### src/rtl/imm_arbiter.sv
// imm_arbiter: two requesters share one immediate-extension unit feeding a valid/ready output register.
// Optional build macro IMM_ARB_RR_EN selects round-robin tie-breaking (default: requester 0 wins ties).
module imm_arbiter #(
   parameter bit RR_INIT = 1'b0
) (
   input  logic        clk,
   input  logic        reset,
   input  logic [1:0]  req,
   input  logic [1:0]  fmt0,
   input  logic [1:0]  fmt1,
   input  logic [25:0] raw0,
   input  logic [25:0] raw1,
   output logic [1:0]  gnt,
   output logic        out_valid,
   input  logic        out_ready,
   output logic [63:0] out_imm,
   output logic        out_id
);
   typedef enum logic [1:0] {FMT_D = 2'b00, FMT_I = 2'b01, FMT_CB = 2'b10, FMT_B = 2'b11} fmt_t;
   typedef enum logic {EMPTY = 1'b0, FULL = 1'b1} state_t;

   state_t      state;
   logic        free;
   logic        tie_pick;
   logic [1:0]  sel_fmt;
   logic [25:0] sel_raw;
   logic [63:0] ext_imm;

   assign out_valid = (state == FULL);
   assign free      = (state == EMPTY) || out_ready;

`ifdef IMM_ARB_RR_EN
   logic prio;

   assign tie_pick = prio;

   always_ff @(posedge clk or posedge reset) begin
      if (reset)     prio <= RR_INIT;
      else if (|gnt) prio <= ~gnt[1];
   end
`else
   logic unused_rr_init;

   assign unused_rr_init = RR_INIT;
   assign tie_pick       = 1'b0;
`endif

   always_comb begin
      // NOTE: default assignment first so every path drives gnt; without it a latch is inferred.
      gnt = 2'b00;
      if (free) begin
         case (req)
            2'b01:   gnt = 2'b01;
            2'b10:   gnt = 2'b10;
            2'b11:   gnt = tie_pick ? 2'b10 : 2'b01;
            default: gnt = 2'b00;
         endcase
      end
   end

   // Only the granted requester's field reaches the extender; the result is registered before leaving.
   assign sel_fmt = gnt[1] ? fmt1 : fmt0;
   assign sel_raw = gnt[1] ? raw1 : raw0;

   always_comb begin
      ext_imm = '0;
      case (fmt_t'(sel_fmt))
         FMT_D:   ext_imm = {{55{sel_raw[8]}}, sel_raw[8:0]};
         FMT_I:   ext_imm = {52'd0, sel_raw[11:0]};
         FMT_CB:  ext_imm = {{43{sel_raw[18]}}, sel_raw[18:0], 2'b00};
         FMT_B:   ext_imm = {{36{sel_raw[25]}}, sel_raw[25:0], 2'b00};
         default: ext_imm = '0;
      endcase
   end

   // NOTE: registers use non-blocking assignments so every flop samples pre-edge values together.
   always_ff @(posedge clk or posedge reset) begin
      if (reset) begin
         state   <= EMPTY;
         out_imm <= '0;
         out_id  <= 1'b0;
      end else begin
         case (state)
            EMPTY: begin
               if (|gnt) begin
                  state   <= FULL;
                  out_imm <= ext_imm;
                  out_id  <= gnt[1];
               end
            end
            FULL: begin
               if (|gnt) begin
                  out_imm <= ext_imm;
                  out_id  <= gnt[1];
               end else if (out_ready) begin
                  state <= EMPTY;
               end
            end
            default: state <= EMPTY;
         endcase
      end
   end
endmodule

### config.mk
export PLATFORM = sky130hd
export DESIGN_NAME = imm_arbiter
export DESIGN_NICKNAME = d
export VERILOG_FILES = /design/src/rtl/imm_arbiter.sv
export SDC_FILE = /design/constraint.sdc
export NUM_CORES = 1
export LEC_CHECK = 0
export CORE_MARGIN = 10
export CORE_UTILIZATION = 30
export CTS_CLUSTER_DIAMETER = 150
export CTS_CLUSTER_SIZE = 10
export DETAILED_ROUTE_END_ITERATION = 10
export PLACE_DENSITY = 0.77
export SYNTH_ARGS = -nofsm -noshare
export SYNTH_HDL_FRONTEND = slang
export SYNTH_SLANG_ARGS = --single-unit
### constraint.sdc
create_clock -name clk -period 1.8 [get_ports clk]
set_input_delay 0.36 -clock clk [delete_from_list [all_inputs] [get_ports clk]]
set_output_delay 0.36 -clock clk [all_outputs]
set_load 0.005 [all_outputs]
==> results of run 1 <==
==> timing repair <==
item                       CTS  global route
pin swaps                    0             1
cloned                       1             1
setup endpoints to repair   17            42
buffers inserted             2             3
resized for setup           14             7
==> worst paths after layout <==
kind / startpoint / to / slack (ns) / cells past startpoint
max: out_imm[62] / out_imm[35] / 0.06 / 2
max in group asynchronous: reset / out_imm[62] / 1.00 / 3
min in group clk: out_id / out_id / 0.49 / 2
max reg2reg: out_valid / out_imm[17] / 0.16 / 7
min reg2reg: out_id / out_id / 0.49 / 2
min: reset / out_imm[19] / 0.48 / 3
==> layout make-up <==
class	count	area share, %
repair buffers	167	45.6
clock buffers	7	2.42
inverters	4	0.421
flip-flops and latches	30	21.1
multi-input cells	153	27.5
clock inverters	1	0.140
well taps	80	2.80
==> registers in the layout, summed over array words and instances (netlist names) <==
register,flops
out_id,1
out_imm,28
out_valid,1
==> Yosys cell counts (3+ instances only) <==
cell type | count | share of area (%)
buf_4 | 36 | 13
dfrtp_1 | 30 | 36
nand3_1 | 24 | 5.8
nand2_1 | 16 | 2.9
nor2b_1 | 16 | 4.8
nor2_1 | 15 | 2.7
a211oi_1 | 13 | 4.7
a22oi_1 | 13 | 4.7
buf_2 | 10 | 2.4
o21ai_0 | 10 | 2.4
o22a_1 | 9 | 3.8
o31ai_1 | 9 | 3.3
a31oi_1 | 7 | 2.1
clkbuf_1 | 7 | 1.3
mux2i_1 | 6 | 2.9
inv_1 | 3 | 0.54
==> worst min-delay path, stage by stage <==
cell,delay [ns]
clkdlybuf4s50_1,0.40
inv_1,0.06
buf_4,0.37
==> per-stage QoR <==
| step | setup slack, ns | hold WS [ns] | TNS (ns) | cell area, um^2 |
|---|---|---|---|---|
| detailed placement | -0.359 | 0.474 | -7.10 | 3370 |
| CTS | -0.000962 | 0.489 | -0.000962 | 3500 |
| finish | 0.0571 | 0.482 | 0 | 3570 |
| global placement | -0.337 | 0.467 | -6.16 | 3370 |
| global route | 0.00933 | 0.519 | 0 | 3570 |
| floorplan | 0.194 | 0.451 | 0 | 2070 |
==> layer usage <==
| layer | share of wire (%) | wire length (um) | vias up |
|---|---|---|---|
| met5 | 0 | 0 | - |
| met4 | 1.5 | 119 | 0 |
| met3 | 13 | 1080 | 11 |
| met2 | 47 | 3840 | 113 |
| met1 | 39 | 3160 | 1043 |
| li1 | - | - | 1073 |
==> cell families (layout without fill, tap and decap cells) <==
kind of cell / Yosys count / after routing / share of synthesized area, %
AND/OR/NAND/NOR: 76 / 76 / 18.0
AO/OA/AOI/OAI: 70 / 70 / 24.7
buffers and inverters: 58 / 179 / 17.6
flip-flops: 30 / 30 / 36.3
multiplexers: 7 / 7 / 3.44
==> power breakdown <==
group	switching [W]	total (W)	leakage (nW)	internal [W]
Sequential	0.0000690	0.000849	0.353	0.000780
Combinational	0.000411	0.00114	1.06	0.000726
Clock	0.000256	0.000564	0.0482	0.000308
Total	0.000736	0.00255	1.46	0.00181
==> out/results.ini, run 1 <==
[clock_tree]
ctsRootBufferMaster=clkbuf_8
cts-buffers-inserted=5
clkTransAtPathRegs_ns=0.07
cts_tree=built
cts.path.max_buffers=2
htreeDepth=2
clock_latency_ns=0.28
postCtsHoldBufs=0
cts_sinks=30

[placed_design]
portBuffers=128
gp_congestion=0.897
hpwl_um=6360
placed_cells=427

[logic_synthesis]
synth_ff_type=dfrtp_1
synth_cell_types=30
yosys_warnings=0
syn_inst=241
synth-seq-area-share_pct=36.3
syn_area_um2=2070
synth_seq_cells=30
mappedNetlistNets=302
syn_area_per_cell_um2=8.59
async_reset_ff_share_pct=100
synth-edff-count=0

[worst_setup_path]
crit_chain=clkbuf_16, clkdlybuf4s50_1
crit_fanout=18
worstPathArrival_ns=1.38
crit_slowest_cell=clkdlybuf4s50_1
critical_path_class=flop to primary output
cp-end-kind=primary output
crit_buf_inv=2
cp.required_ns=1.44
cp-start-kind=flop
crit_family=buffers and inverters
cpPeakStageDelay_ns=0.51

[global_routing]
grt_pass1_vias=2439
use_met3_pct=7.17
met1_usage_pct=16.1
grt_use_met2_pct=24.3
grt_max_degree=38
overflow=0
grt_first_pass_wirelength_um=12300
antenna_found_initial=0
grtUsageTotal_pct=14.8
busiest_layer=met2

[cells_and_area]
num-nets-final=422
post-route-util_pct=52.8
multi_input_area_um2=983
antennaDiodeCount=0
drive_above_1_share_pct=16.0
num-fill-cells=620
seq_area_um2=752
final_cells=442
final_cell_mix=122 x clkdlybuf4s50_1, 34 x buf_4, 29 x dfrtp_1
syn_to_final_growth_pct=72.4
final_common_cell=clkdlybuf4s50_1

[drt]
drt_iter0_markers=111
drc=0
ant_nets=0
num_vias=2240
routed_wl_um=8200
vias_per_cell=5.07
first_pass_iters=4
routedWlPerCell_um=18.6

[power_and_ir_drop]
power.density_nw_per_um2=715
power_leakage_nw=1.46
ir_drop_mv=0.330
finalPower_w=0.00255

[sta]
hold_viol=0
fin_crit_sh_pct=96.8
fmax_mhz=574
clock_skew_ns=0.00871
fin_crit_ns=1.74
slew_headroom_pct=72.1
finalSetupViolCount=0
tightest_slew_ns=0.419
drv_slew=0
rsz0062_at_grt=false

[die]
initial_utilization_pct=30.6
io_pins=129
rows=30
die_area_um2=10600
core_area_um2=6760
die_h_um=103
die_w_um=103

[hold_path]
hold_class=input pin to asynchronous set/reset pin

[flow_run]
maxCapViolCount=0

[status]
status=completed

No activity file was read; power rests on OpenSTA's default activity.
==> run 2: changes to the inputs <==
--- a/config.mk
+++ b/config.mk
@@ -5,12 +5,13 @@
 export SDC_FILE = /design/constraint.sdc
 export NUM_CORES = 1
 export LEC_CHECK = 0
+export ABC_AREA = 1
 export CORE_MARGIN = 10
 export CORE_UTILIZATION = 30
 export CTS_CLUSTER_DIAMETER = 150
 export CTS_CLUSTER_SIZE = 10
 export DETAILED_ROUTE_END_ITERATION = 10
-export PLACE_DENSITY = 0.77
+export PLACE_DENSITY = 0.76
 export SYNTH_ARGS = -nofsm -noshare
 export SYNTH_HDL_FRONTEND = slang
 export SYNTH_SLANG_ARGS = --single-unit
==> run 2 against run 1 <==
  * Cell count is 14% higher
  * First-iteration DRC count fell by 35%
  * Clock skew fell by 0.0035 ns
  * Critical path depth unchanged
  * Register-to-register slack improved by 0.10 ns
  * Count of clock-buffer cells in the layout decreased by 1
  * Core utilization is 0.65 points lower
  * Total power is 12% higher
==> out/results.ini, run 2 <==
[status]
status=completed  ; unchanged

[worst_setup_path]
cp.required_ns=1.44  ; about the same
worstPathArrival_ns=1.40  ; was 1.38 ns
crit_fanout=18  ; unchanged
critical_path_class=flop to primary output  ; unchanged
cp-start-kind=flop  ; unchanged
cp-end-kind=primary output  ; unchanged
cp-startpoint=out_imm[62]  ; unchanged
r2r-start=out_valid  ; unchanged

[clock_tree]
cts.path.max_buffers=2  ; unchanged
cts_sinks=30  ; unchanged
cts-buffers-inserted=5  ; unchanged
htreeDepth=2  ; unchanged
clkTransAtPathRegs_ns=0.06  ; was 0.07 ns
clock_latency_ns=0.28  ; about the same
ctsRootBufferMaster=clkbuf_8  ; unchanged
cts_tree=built  ; unchanged
post_cts_buffers=0  ; was 2

[logic_synthesis]
synth_ff_type=dfrtp_1  ; unchanged
syn_area_per_cell_um2=7.02  ; was 8.59 um^2
synth-seq-area-share_pct=35.3  ; was 36.3%
synth_cell_types=22  ; was 30
yosysTopAreaCell=dfrtp_1  ; unchanged
yosys_warnings=0  ; unchanged
async_reset_ff_share_pct=100  ; unchanged
synth-edff-count=0  ; unchanged
synth_top_area_share_pct=35.3  ; was 36.3%
synthTopCellsByArea=dfrtp_1 35%, nand2_1 26%, buf_4 14%  ; was dfrtp_1 36%, buf_4 13%, nand3_1 5.8%
synth_seq_cells=30  ; unchanged
mappedNetlistNets=364  ; was 302
synth_common_cells=145 x nand2_1, 40 x nand3_1, 39 x buf_4, 30 x dfrtp_1  ; was 36 x buf_4, 30 x dfrtp_1, 24 x nand3_1, 16 x nand2_1, 16 x nor2b_1
syn_area_um2=2130  ; was 2070 um^2
yosysMostFrequentCell=nand2_1  ; was buf_4
syn_inst=303  ; was 241

[global_routing]
grt_max_degree=38  ; unchanged
antenna_found_initial=0  ; unchanged
grt_pass1_vias=2300  ; was 2439
grtUsageTotal_pct=12.7  ; was 14.8%
grt_first_pass_wirelength_um=11500  ; was 12300 um
overflow=0  ; unchanged

[die]
die_h_um=104  ; was 103 um
die_area_um2=10900  ; was 10600 um^2
die_w_um=104  ; was 103 um
io_pins=129  ; unchanged
initial_utilization_pct=31.1  ; was 30.6%
rows=30  ; unchanged
core_area_um2=6830  ; was 6760 um^2

[drt]
vias_per_cell=4.49  ; was 5.07
drt_iter0_markers=72  ; was 111
first_pass_iters=4  ; unchanged
ant_nets=0  ; unchanged
routed_wl_um=7330  ; was 8200 um
num_vias=2274  ; was 2240
drc=0  ; unchanged
routedWlPerCell_um=14.5  ; was 18.6 um

[cells_and_area]
num-nets-final=471  ; was 422
final_common_cell=nand2_1  ; was clkdlybuf4s50_1
largest_register_ffs=28  ; unchanged
drive_above_1_share_pct=11.5  ; was 16.0%
final_cell_mix=143 x nand2_1, 118 x clkdlybuf4s50_1, 40 x nand3_1  ; was 122 x clkdlybuf4s50_1, 34 x buf_4, 29 x dfrtp_1
antennaDiodeCount=0  ; unchanged
syn_to_final_growth_pct=67.7  ; was 72.4%
largest-register=out_imm  ; unchanged
post-route-util_pct=52.2  ; was 52.8%

[sta]
holdWs_ns=0.460  ; was 0.482 ns
hold_viol=0  ; unchanged
fin_ws_ns=0.0395  ; was 0.0571 ns
tightest_slew_ns=0.390  ; was 0.419 ns
setup-tns-final_ns=0  ; unchanged
finalSetupViolCount=0  ; unchanged
fmax_mhz=568  ; was 574 MHz
slew_headroom_pct=74.0  ; was 72.1%
rsz0062_at_grt=true  ; was false
fin_crit_sh_pct=97.8  ; was 96.8%
clock_skew_ns=0.00518  ; was 0.00871 ns
drv_slew=0  ; unchanged
fin_crit_ns=1.76  ; was 1.74 ns

[power_and_ir_drop]
ir_drop_mv=0.460  ; was 0.330 mV
power.density_nw_per_um2=798  ; was 715 nW/um^2
power_leakage_nw=1.80  ; was 1.46 nW

[placed_design]
gp_congestion=0.757  ; was 0.897
portBuffers=128  ; unchanged
place_ws_ns=-0.243  ; was -0.359 ns
hpwl_um=5920  ; was 6360 um

[flow_run]
maxCapViolCount=0  ; unchanged

[hold_path]
hold_class=input pin to asynchronous set/reset pin  ; unchanged

==> run 2: cell count changes in the layout (fill, tap and decap cells not counted), moves of 13 or more <==
cell / previous run / this run
a22oi_1: 13 / 0
nor2_1: 15 / 0
nor2b_1: 15 / 0
a211oi_1: 13 / 0
nand3_1: 24 / 40
buf_4: 34 / 12
nand2_1: 15 / 143
==> run 2: cell families (layout without fill, tap and decap cells) <==
family                 Yosys count  after routing  synth area share [%]
buffers and inverters           58            164                  18.5
and+or+nand+nor                203            204                  41.8
DFF                             30             30                  35.3
AOI/OAI and AO/OA               12             12                  4.30
==> run 2: layer usage <==
metal | part of all wire (%) | track usage [%] | vias to the layer above
met2 | 48 | 21.5 | 100
met3 | 7.9 | 5.02 | 9
met1 | 43 | 14.9 | 1025
met4 | 1.2 | 2.68 | 0
met5 | 0 | 0 | -
li1 | - | - | 1140
==> run 2: timing repair <==
item,CTS,global route
resized for setup,3,26
pin swaps,0,3
hold buffers,0,0
gates cloned,0,2
setup endpoints to repair,2,61
==> run 2: area by class of cell <==
type	instances	area (um^2)
multi-input cells	216	1020
fillers	660	3270
flip-flops and latches	30	752
well taps	96	120
clock buffers	6	82.6
inverters	9	36.3
clock inverters	1	30.0
repair buffers	148	1520
==> run 2: worst paths after layout <==
kind	slack, ns	to	cells past startpoint
setup / recovery	0.04	out_imm[38]	2
hold / removal	0.46	out_imm[18]	3
max in group asynchronous	1.04	out_imm[62]	3
min in group clk	0.48	out_imm[24]	2
hold reg to reg	0.48	out_imm[24]	2
setup reg to reg	0.26	out_imm[8]	9
==> run 2: worst max-delay path, cell delays in order, from the launching register on <==
cell	delay [ns]
dfrtp_2	0.43
clkbuf_16	0.18
clkdlybuf4s50_1	0.51
==> run 2: per-stage QoR <==
step / std cells / total power (W) / area, um^2
after global placement: 497 / 0.00213 / 3330
after detailed placement: 497 / 0.00216 / 3330
after CTS: 504 / 0.00285 / 3450
after floorplan: 303 / 0.00150 / 2130
final: 506 / 0.00285 / 3560
after global routing: 506 / 0.00304 / 3560
==> run 2: where the power goes <==
part	internal [W]	total (W)	switching (W)	leakage (nW)
clock network	0.000442	0.000682	0.000239	0.0573
registers	0.000802	0.000879	0.0000776	0.378
logic	0.000780	0.00129	0.000506	1.37
